[src/rtl/game_pkg.sv]
// rtl/game_pkg.sv - shared types, widths and default parameters for the game state controller
package game_pkg;

  // Top-level game state, encoding is visible on the game_state port
  typedef enum logic [2:0] {
    IDLE      = 3'd0,
    PLAY      = 3'd1,
    DYING     = 3'd2,
    WIN       = 3'd3,
    GAME_OVER = 3'd4
  } game_state_t;

  localparam int SCORE_W = 14;
  localparam int COINS_W = 10;
  localparam int LIVES_W = 3;
  localparam int TIMER_W = 8;

  // Defaults for the per-instance parameters
  localparam int DEF_TOTAL_COINS  = 244;
  localparam int DEF_COIN_POINTS  = 10;
  localparam int DEF_START_LIVES  = 3;
  localparam int DEF_DEATH_FRAMES = 60;
  localparam int DEF_SCORE_MAX    = 9999;

endpackage

[src/rtl/frame_timer.sv]
// rtl/frame_timer.sv - loadable 8-bit frame down-counter with expiry pulse
module frame_timer
  import game_pkg::*;
(
  input  logic               clk,
  input  logic               reset,
  input  logic               load,
  input  logic [TIMER_W-1:0] load_value,
  input  logic               tick,
  output logic               expired
);

  logic [TIMER_W-1:0] count;

  // Expiry coincides with the tick that moves the count from 1 to 0, so the
  // consumer can react on the same edge the counter reaches zero. A load on
  // the same cycle wins and suppresses the expiry.
  assign expired = tick && !load && (count == TIMER_W'(1));

  // Load has priority over the frame tick; the counter rests at zero
  always_ff @(posedge clk) begin
    if (reset) begin
      count <= '0;
    end else if (load) begin
      count <= load_value;
    end else if (tick && (count != '0)) begin
      count <= count - TIMER_W'(1);
    end
  end

endmodule

[src/rtl/game_state_controller.sv]
// rtl/game_state_controller.sv - score, coins, lives and top-level game state sequencing
module game_state_controller
  import game_pkg::*;
#(
  parameter int TOTAL_COINS  = DEF_TOTAL_COINS,
  parameter int COIN_POINTS  = DEF_COIN_POINTS,
  parameter int START_LIVES  = DEF_START_LIVES,
  parameter int DEATH_FRAMES = DEF_DEATH_FRAMES,
  parameter int SCORE_MAX    = DEF_SCORE_MAX
) (
  input  logic               clk,
  input  logic               reset,
  input  logic               startOfFrame,
  input  logic               startKey,
  input  logic               coinTaken,
  input  logic               monsterHit,
  output game_state_t        game_state,
  output logic [SCORE_W-1:0] score,
  output logic [COINS_W-1:0] coins_left,
  output logic [LIVES_W-1:0] lives,
  output logic               freeze,
  output logic               respawn
);

  localparam logic [SCORE_W:0]   POINTS_EXT = (SCORE_W + 1)'(COIN_POINTS);
  localparam logic [SCORE_W:0]   CAP_EXT    = (SCORE_W + 1)'(SCORE_MAX);
  localparam logic [SCORE_W-1:0] CAP        = SCORE_W'(SCORE_MAX);

  logic [SCORE_W:0]   score_sum;
  logic [SCORE_W-1:0] score_next;
  logic               last_coin;
  logic               timer_load;
  logic               timer_expired;

  // Saturating score increment, one bit wider so the carry is never lost
  always_comb begin
    score_sum  = {1'b0, score} + POINTS_EXT;
    score_next = (score_sum > CAP_EXT) ? CAP : score_sum[SCORE_W-1:0];
  end

  // The coin is credited before the hit, so a last coin turns a hit into a win
  assign last_coin  = coinTaken && (coins_left == COINS_W'(1));
  assign timer_load = (game_state == PLAY) && monsterHit && !last_coin;

  frame_timer u_death_timer (
    .clk        (clk),
    .reset      (reset),
    .load       (timer_load),
    .load_value (TIMER_W'(DEATH_FRAMES)),
    .tick       (startOfFrame),
    .expired    (timer_expired)
  );

  // Game FSM with all outputs registered alongside the state
  always_ff @(posedge clk) begin
    if (reset) begin
      game_state <= IDLE;
      score      <= '0;
      coins_left <= '0;
      lives      <= '0;
      freeze     <= 1'b1;
      respawn    <= 1'b0;
    end else begin
      respawn <= 1'b0;
      case (game_state)
        IDLE: begin
          if (startKey) begin
            score      <= '0;
            coins_left <= COINS_W'(TOTAL_COINS);
            lives      <= LIVES_W'(START_LIVES);
            respawn    <= 1'b1;
            freeze     <= 1'b0;
            game_state <= PLAY;
          end
        end
        PLAY: begin
          if (coinTaken) begin
            coins_left <= coins_left - COINS_W'(1);
            score      <= score_next;
          end
          if (last_coin) begin
            freeze     <= 1'b1;
            game_state <= WIN;
          end else if (monsterHit) begin
            lives      <= lives - LIVES_W'(1);
            freeze     <= 1'b1;
            game_state <= DYING;
          end
        end
        DYING: begin
          if (timer_expired) begin
            if (lives == '0) begin
              game_state <= GAME_OVER;
            end else begin
              respawn    <= 1'b1;
              freeze     <= 1'b0;
              game_state <= PLAY;
            end
          end
        end
        WIN, GAME_OVER: begin
          if (startKey) begin
            game_state <= IDLE;
          end
        end
        default: begin
          freeze     <= 1'b1;
          game_state <= IDLE;
        end
      endcase
    end
  end

endmodule

[config.mk]
export PLATFORM = sky130hd
export DESIGN_NAME = game_state_controller
export DESIGN_NICKNAME = d
export VERILOG_FILES = /design/src/rtl/game_pkg.sv /design/src/rtl/frame_timer.sv /design/src/rtl/game_state_controller.sv
export SDC_FILE = /design/constraint.sdc
export NUM_CORES = 1
export LEC_CHECK = 0
export ABC_CLOCK_PERIOD_IN_PS = 3700
export CAP_MARGIN = 20
export CORE_ASPECT_RATIO = 0.6
export CORE_MARGIN = 8
export CORE_UTILIZATION = 59
export CTS_BUF_LIST = sky130_fd_sc_hd__clkbuf_8
export CTS_CLUSTER_SIZE = 8
export DETAILED_ROUTE_END_ITERATION = 8
export GPL_TIMING_DRIVEN = 1
export PLACE_DENSITY = 0.87
export SLEW_MARGIN = 0
export SYNTH_ARGS = -nofsm -noshare
export SYNTH_HDL_FRONTEND = slang
export SYNTH_SLANG_ARGS = --single-unit
[constraint.sdc]
create_clock -name clk -period 3.7 [get_ports clk]
set_input_delay 0.37 -clock clk [delete_from_list [all_inputs] [get_ports clk]]
set_output_delay 0.37 -clock clk [all_outputs]
set_load 0.01 [all_outputs]
==> flow_metrics.tcl, run 1 <==
set metrics [dict create \
    rows 17 \
    maxCapViolations 0 \
    slowest_stage "o2bb2ai_1" \
    hold_viol 0 \
    yosys_register_bits 40 \
    synthesis.area_mm2 0.00226 \
    gp_congestion 0.927 \
    power.switching_mw 0.606 \
    insertion_delay_ns 0.30 \
    power_frac_comb_pct 38.5 \
    vias_per_cell 6.11 \
    cts_tree "built" \
    io_pins 38 \
    clock.fmax_mhz 327 \
    synth_cells 285 \
    synth_area_per_cell_um2 7.93 \
    grt_pass1_vias 1945 \
    required_ns 3.85 \
    rsz0062_at_grt "false" \
    layout_common_cells "dfxtp_1 (40), clkdlybuf4s50_1 (37), nor2_1 (33), nand2_1 (26), a21oi_1 (26)" \
    grt_first_pass_wirelength_um 9590 \
    placed_cell_area_mm2 0.00266 \
    ctsHoldBuffers 0 \
    grt_max_degree 21 \
    crit_family "compound AO/OA/AOI/OAI gates" \
    cts_buffer_depth 2 \
    switching_share_pct 36.9 \
    drt_iter0_drc 266 \
    end_kind "flip-flop" \
    die_w_um 95.9 \
    internal_power_mw 1.04 \
    min_path_type "flip-flop to flip-flop" \
    drc 0 \
    whs_ns 0.507 \
    cp_cell_sequence "ha_1, o211ai_1, nor3_1, nand3_1, o21ai_0, a21oi_1, o2bb2ai_1, buf_4, nor2b_1, o32ai_1" \
    async_flop_share_pct 0 \
    power_density_mw_per_mm2 591 \
    finalPower_mw 1.64 \
    startpoint_type "flip-flop" \
    pwr-share-clk_pct 23.1 \
    groute.usage.overall_pct 19.2 \
    vdd_drop_max_mv 0.462 \
    p_seq_share_pct 38.4 \
    coreArea_mm2 0.00368 \
    fin_setup_tns_ns 0 \
    clkSinkCount 40 \
    n_antenna_cell 0 \
    max_slew_margin_pct 44.1 \
    synth.net_count 300 \
    clk_pin_slew_ns 0.08 \
    wl_um 6000 \
    syn2layout_area_growth_pct 23.1 \
    period_share_pct 82.6 \
    final_common_cell "dfxtp_1" \
    fp.dieH_um 63.9 \
    critPathMaxFanout 8 \
    status "completed" \
    path_class "flip-flop to flip-flop" \
    ys_types 51 \
    dp_hpwl_um 4230 \
    io_buffer_count 37 \
    post-cts-setup-buffers 0 \
    period_minus_slack_ns 3.06 \
    leakagePower_nw 0.986 \
    slowest_delay_ns 0.55 \
    synth_ff_type "dfxtp_1" \
    cts_resized 0 \
    cp_data_arrival_time_ns 3.21 \
    fin_util_pct 75.6 \
    fin_nets 337 \
    vias 2260 \
    die_area_mm2 0.00613 \
    drive_above_1_share_pct 5.57 \
    drt_first_pass_iters 5 \
    final_max_slew_viol_count 0 \
    antenna_found_initial 0 \
    start_util_pct 61.4 \
    cts_htree_levels 2 \
    setup_violations 0 \
    synth-edff-count 0 \
    post_drt_wl_per_cell_um 16.2 \
    grt_overflow 0 \
    ys_warn_count 0 \
    cp_num_buf_inv 1 \
    skew_ns 0.00561 \
    antenna_left 0 \
    yosysSeqAreaShare_pct 35.4 \
    root_buffer "clkbuf_8" \
    fin_area_mm2 0.00278 \
    worst_slew_pin_slew_ns 0.835 \
    cts-buffers-inserted 5 \
]
## layout make-up
type	instances	area (um^2)
Fill cell	266	898
Clock buffer	6	82.6
Clock inverter	2	38.8
Multi-Input combinational cell	222	1360
Timing Repair Buffer	40	393
Tap cell	47	58.8
Sequential cell	40	801
Inverter	13	48.8
## sequential cells by signal, summed over array words and instances, names as in the netlist
signal / flops
score: 14
coins_left: 10
respawn: 1
lives: 3
u_death_timer.count: 8
freeze: 1
game_state: 3
## worst register-to-register path: stages (launching register included)
cell and delay, ns:
dfxtp_1 0.49, ha_1 0.36, o211ai_1 0.22, nor3_1 0.52
nand3_1 0.13, o21ai_0 0.11, a21oi_1 0.07, o2bb2ai_1 0.55
buf_4 0.26, nor2b_1 0.13, o32ai_1 0.08
## power by group through the flow
stage | logic (mW) | clock network, mW | registers, mW
finish | 0.633 | 0.379 | 0.631
global route | 0.691 | 0.408 | 0.646
CTS | 0.628 | 0.385 | 0.628
detailed placement | 0.616 | 0 | 0.636
global placement | 0.598 | 0 | 0.630
floorplan | 0.415 | 0 | 0.626
## kinds of logic after synthesis
family / after synthesis / synth area share (%)
XOR/XNOR: 18 / 6.98
adder cells (fa/ha/maj): 9 / 4.98
flip-flops: 40 / 35.4
multiplexers: 1 / 0.443
buffers and inverters: 23 / 4.43
AND/OR/NAND/NOR: 122 / 28.1
AO/OA/AOI/OAI: 72 / 19.6
## final timing paths
path	startpoint	end	slack (ns)	depth (start not counted)
setup / recovery	score[1]$_SDFFE_PP0P_	score[3]$_SDFFE_PP0P_	0.64	10
hold / removal	lives[1]$_SDFFE_PP0P_	lives[1]$_SDFFE_PP0P_	0.51	2
setup reg to reg	score[1]$_SDFFE_PP0P_	score[3]$_SDFFE_PP0P_	0.64	10
hold reg to reg	lives[1]$_SDFFE_PP0P_	lives[1]$_SDFFE_PP0P_	0.51	2
## layer usage
| layer | global-route usage [%] | routed length (um) |
|---|---|---|
| met1 | 28.3 | 2910 |
| met2 | 26.2 | 2520 |
| met3 | 5.36 | 496 |
| met4 | 5.14 | 70 |
| met5 | 0 | 0 |
## Yosys cell counts, types with 4 or more instances
library cell,count,area [um^2]
nor2b_1,4,25.0
ha_1,9,113
or4_1,6,45.0
nand2_1,26,97.6
a31oi_1,7,43.8
nor4_1,7,43.8
xor2_1,5,43.8
a21oi_1,26,130
dfxtp_1,40,801
o21ai_1,6,30.0
clkbuf_1,6,22.5
nor3_1,14,70.1
o21ai_0,8,40.0
inv_1,12,45.0
xnor2_1,13,114
a21o_1,6,45.0
nand3_1,9,45.0
nor2_1,33,124
or3_1,5,31.3
## per-stage QoR
stage / setup WS (ns) / cells
6_report: 0.644 / 370
4_1_cts: 0.737 / 370
2_1_floorplan: 1.22 / 285
3_3_place_gp: 0.951 / 362
3_5_place_dp: 0.785 / 362
5_1_grt: 0.483 / 370
No activity file was read; power rests on OpenSTA's default activity.
==> run 2, diff against run 1 <==
--- a/config.mk
+++ b/config.mk
@@ -5,16 +5,16 @@
 export SDC_FILE = /design/constraint.sdc
 export NUM_CORES = 1
 export LEC_CHECK = 0
-export ABC_CLOCK_PERIOD_IN_PS = 3700
+export ABC_CLOCK_PERIOD_IN_PS = 2900
 export CAP_MARGIN = 20
 export CORE_ASPECT_RATIO = 0.6
 export CORE_MARGIN = 8
-export CORE_UTILIZATION = 59
+export CORE_UTILIZATION = 55
 export CTS_BUF_LIST = sky130_fd_sc_hd__clkbuf_8
 export CTS_CLUSTER_SIZE = 8
 export DETAILED_ROUTE_END_ITERATION = 8
 export GPL_TIMING_DRIVEN = 1
-export PLACE_DENSITY = 0.87
+export PLACE_DENSITY = 0.82
 export SLEW_MARGIN = 0
 export SYNTH_ARGS = -nofsm -noshare
 export SYNTH_HDL_FRONTEND = slang
==> constraint.sdc (replaced) <==
create_clock -name clk -period 2.9 [get_ports clk]
set_input_delay 0.29 -clock clk [delete_from_list [all_inputs] [get_ports clk]]
set_output_delay 0.29 -clock clk [all_outputs]
set_load 0.01 [all_outputs]
==> run 2 against run 1 <==
Against the previous run:
- clock power about the same
- register-to-register slack worse by 0.35 ns
- final area up 1.2%
- power up 21%
- combinational power up 27%
- global-route usage down 1.3 points
- first-iteration DRC count down 44%
- worst hold slack worse by 0.0072 ns
- flip-flop and latch count unchanged
- maximum frequency up 17%
- critical path type unchanged
- largest cell class unchanged
- largest power group unchanged
==> flow_metrics.tcl, run 2 (synthesized netlist as in run 1, its figures left out) <==
set metrics [dict create \
    skew_ns 0.00279 \
    cts-buffers-inserted 5 \
    met2_length_um 2260 \
    drc 0 \
    wl_met3_um 484 \
    root_buffer "clkbuf_8" \
    n_antenna_cell 0 \
    power_density_mw_per_mm2 705 \
    whs_ns 0.500 \
    maxCapViolations 0 \
    fp.dieH_um 65.7 \
    final_common_cell "dfxtp_1" \
    largest-register "score" \
    wl_um 5680 \
    start_util_pct 56.1 \
    fin_setup_tns_ns 0 \
    post_drt_wl_per_cell_um 14.9 \
    vdd_drop_max_mv 0.529 \
    power.switching_mw 0.744 \
    slowest_delay_ns 0.50 \
    slowest_stage "or4_1" \
    die_area_mm2 0.00648 \
    cp_num_buf_inv 1 \
    rsz0062_at_grt "false" \
    reg2reg_depth 10 \
    hold_depth 2 \
    leakagePower_nw 1.02 \
    post-cts-setup-buffers 0 \
    groute.usage.overall_pct 17.9 \
    die_w_um 98.8 \
    cts_resized 0 \
    coreArea_mm2 0.00403 \
    status "completed" \
    end_kind "flip-flop" \
    path_class "flip-flop to flip-flop" \
    pwr-share-clk_pct 19.0 \
    clock.fmax_mhz 384 \
    antenna_found_initial 0 \
    cts_tree "built" \
    hold_viol 0 \
    path_depth 10 \
    min_path_type "flip-flop to flip-flop" \
    switching_share_pct 37.5 \
    io_buffer_count 37 \
    drt_first_pass_iters 4 \
    max_slew_margin_pct 61.0 \
    insertion_delay_ns 0.29 \
    ctsHoldBuffers 0 \
    grt_overflow 0 \
    vias 2230 \
    io_pins 38 \
    worst_slew_pin_slew_ns 0.580 \
    largest_register_ffs 14 \
    required_ns 3.09 \
    period_share_pct 89.8 \
    grt_pass1_vias 1969 \
    crit_family "simple AND/OR/NAND/NOR gates" \
    cts_buffer_depth 2 \
    p_seq_share_pct 40.4 \
    fin_nets 345 \
    cp_data_arrival_time_ns 2.79 \
    drive_above_1_share_pct 7.25 \
    period_minus_slack_ns 2.60 \
    rows 18 \
    critPathMaxFanout 10 \
    cp_cell_sequence "ha_1, o211ai_1, or4_1, nand4_1, o21ai_2, nor4_1, o2bb2ai_1, buf_4, nor2b_1, o32ai_1" \
    antenna_left 0 \
    power_frac_comb_pct 40.6 \
    drt_iter0_drc 149 \
    vias_per_cell 5.85 \
    routed.top_layer "met4" \
    clk_pin_slew_ns 0.08 \
    clkSinkCount 40 \
    internal_power_mw 1.24 \
    syn2layout_area_growth_pct 24.5 \
    grt_max_degree 15 \
    layout_common_cells "dfxtp_1 (40), clkdlybuf4s50_1 (37), nor2_1 (33), nand2_1 (26), a21oi_1 (26)" \
    setup_violations 0 \
    largestRegisters "score (14), coins_left (10), u_death_timer.count (8)" \
    drt-met1-wl_um 2850 \
    dp_hpwl_um 4210 \
    grt_first_pass_wirelength_um 9570 \
    cts_htree_levels 2 \
    final_max_slew_viol_count 0 \
    startpoint_type "flip-flop" \
    gp_congestion 0.897 \
]
==> run 2: changes by cell type in the layout (fill, tap and decap cells not counted), sizes merged <==
cell,delta
buf,+8
bufinv,-1
clkinv,-1
inv,+2
==> run 2: final timing paths <==
path                                        from                                  end  slack (ns)
min          u_death_timer.count[7]$_SDFFE_PP0P_  u_death_timer.count[7]$_SDFFE_PP0P_        0.50
min reg2reg  u_death_timer.count[7]$_SDFFE_PP0P_  u_death_timer.count[7]$_SDFFE_PP0P_        0.50
max                        score[1]$_SDFFE_PP0P_                score[3]$_SDFFE_PP0P_        0.30
max reg2reg                score[1]$_SDFFE_PP0P_                score[3]$_SDFFE_PP0P_        0.30
==> run 2: final cells by class <==
cell class	instances	area (um^2)
Multi-Input combinational cell	222	1360
Timing Repair Buffer	48	453
Fill cell	343	1220
Clock buffer	6	82.6
Clock inverter	2	7.51
Sequential cell	40	801
Inverter	13	48.8
Tap cell	50	62.6
==> run 2: stage by stage <==
stage	setup slack, ns	power, mW	instances	cell area (um^2)	utilization [%]
2_1_floorplan	0.422	1.33	285	2260	-
3_3_place_gp	0.425	1.59	373	2720	67.6
3_5_place_dp	0.325	1.60	373	2720	67.6
4_1_cts	0.316	1.98	381	2810	69.8
5_1_grt	0.0352	2.14	381	2810	69.8
6_report	0.296	1.98	381	2810	69.8
==> run 2: power groups by stage <==
| stage | Sequential, mW | Clock [mW] | Combinational, mW |
|---|---|---|---|
| floorplan | 0.798 | 0 | 0.529 |
| global placement | 0.806 | 0 | 0.783 |
| detailed placement | 0.811 | 0 | 0.792 |
| CTS | 0.799 | 0.381 | 0.803 |
| global route | 0.822 | 0.413 | 0.907 |
| finish | 0.801 | 0.377 | 0.805 |
==> run 2: routing by layer <==
layer  GRT usage, %  vias up
met2           25.1       83
li1               -     1117
met1           25.9     1019
met5              0        -
met3           5.27       11
met4           4.55        0
==> run 2: tightest hold or removal path: cells and delay by family (launching register included) <==
family	cells	cell delay [ns]
AOI/OAI and AO/OA	2	0.14
DFF	1	0.32
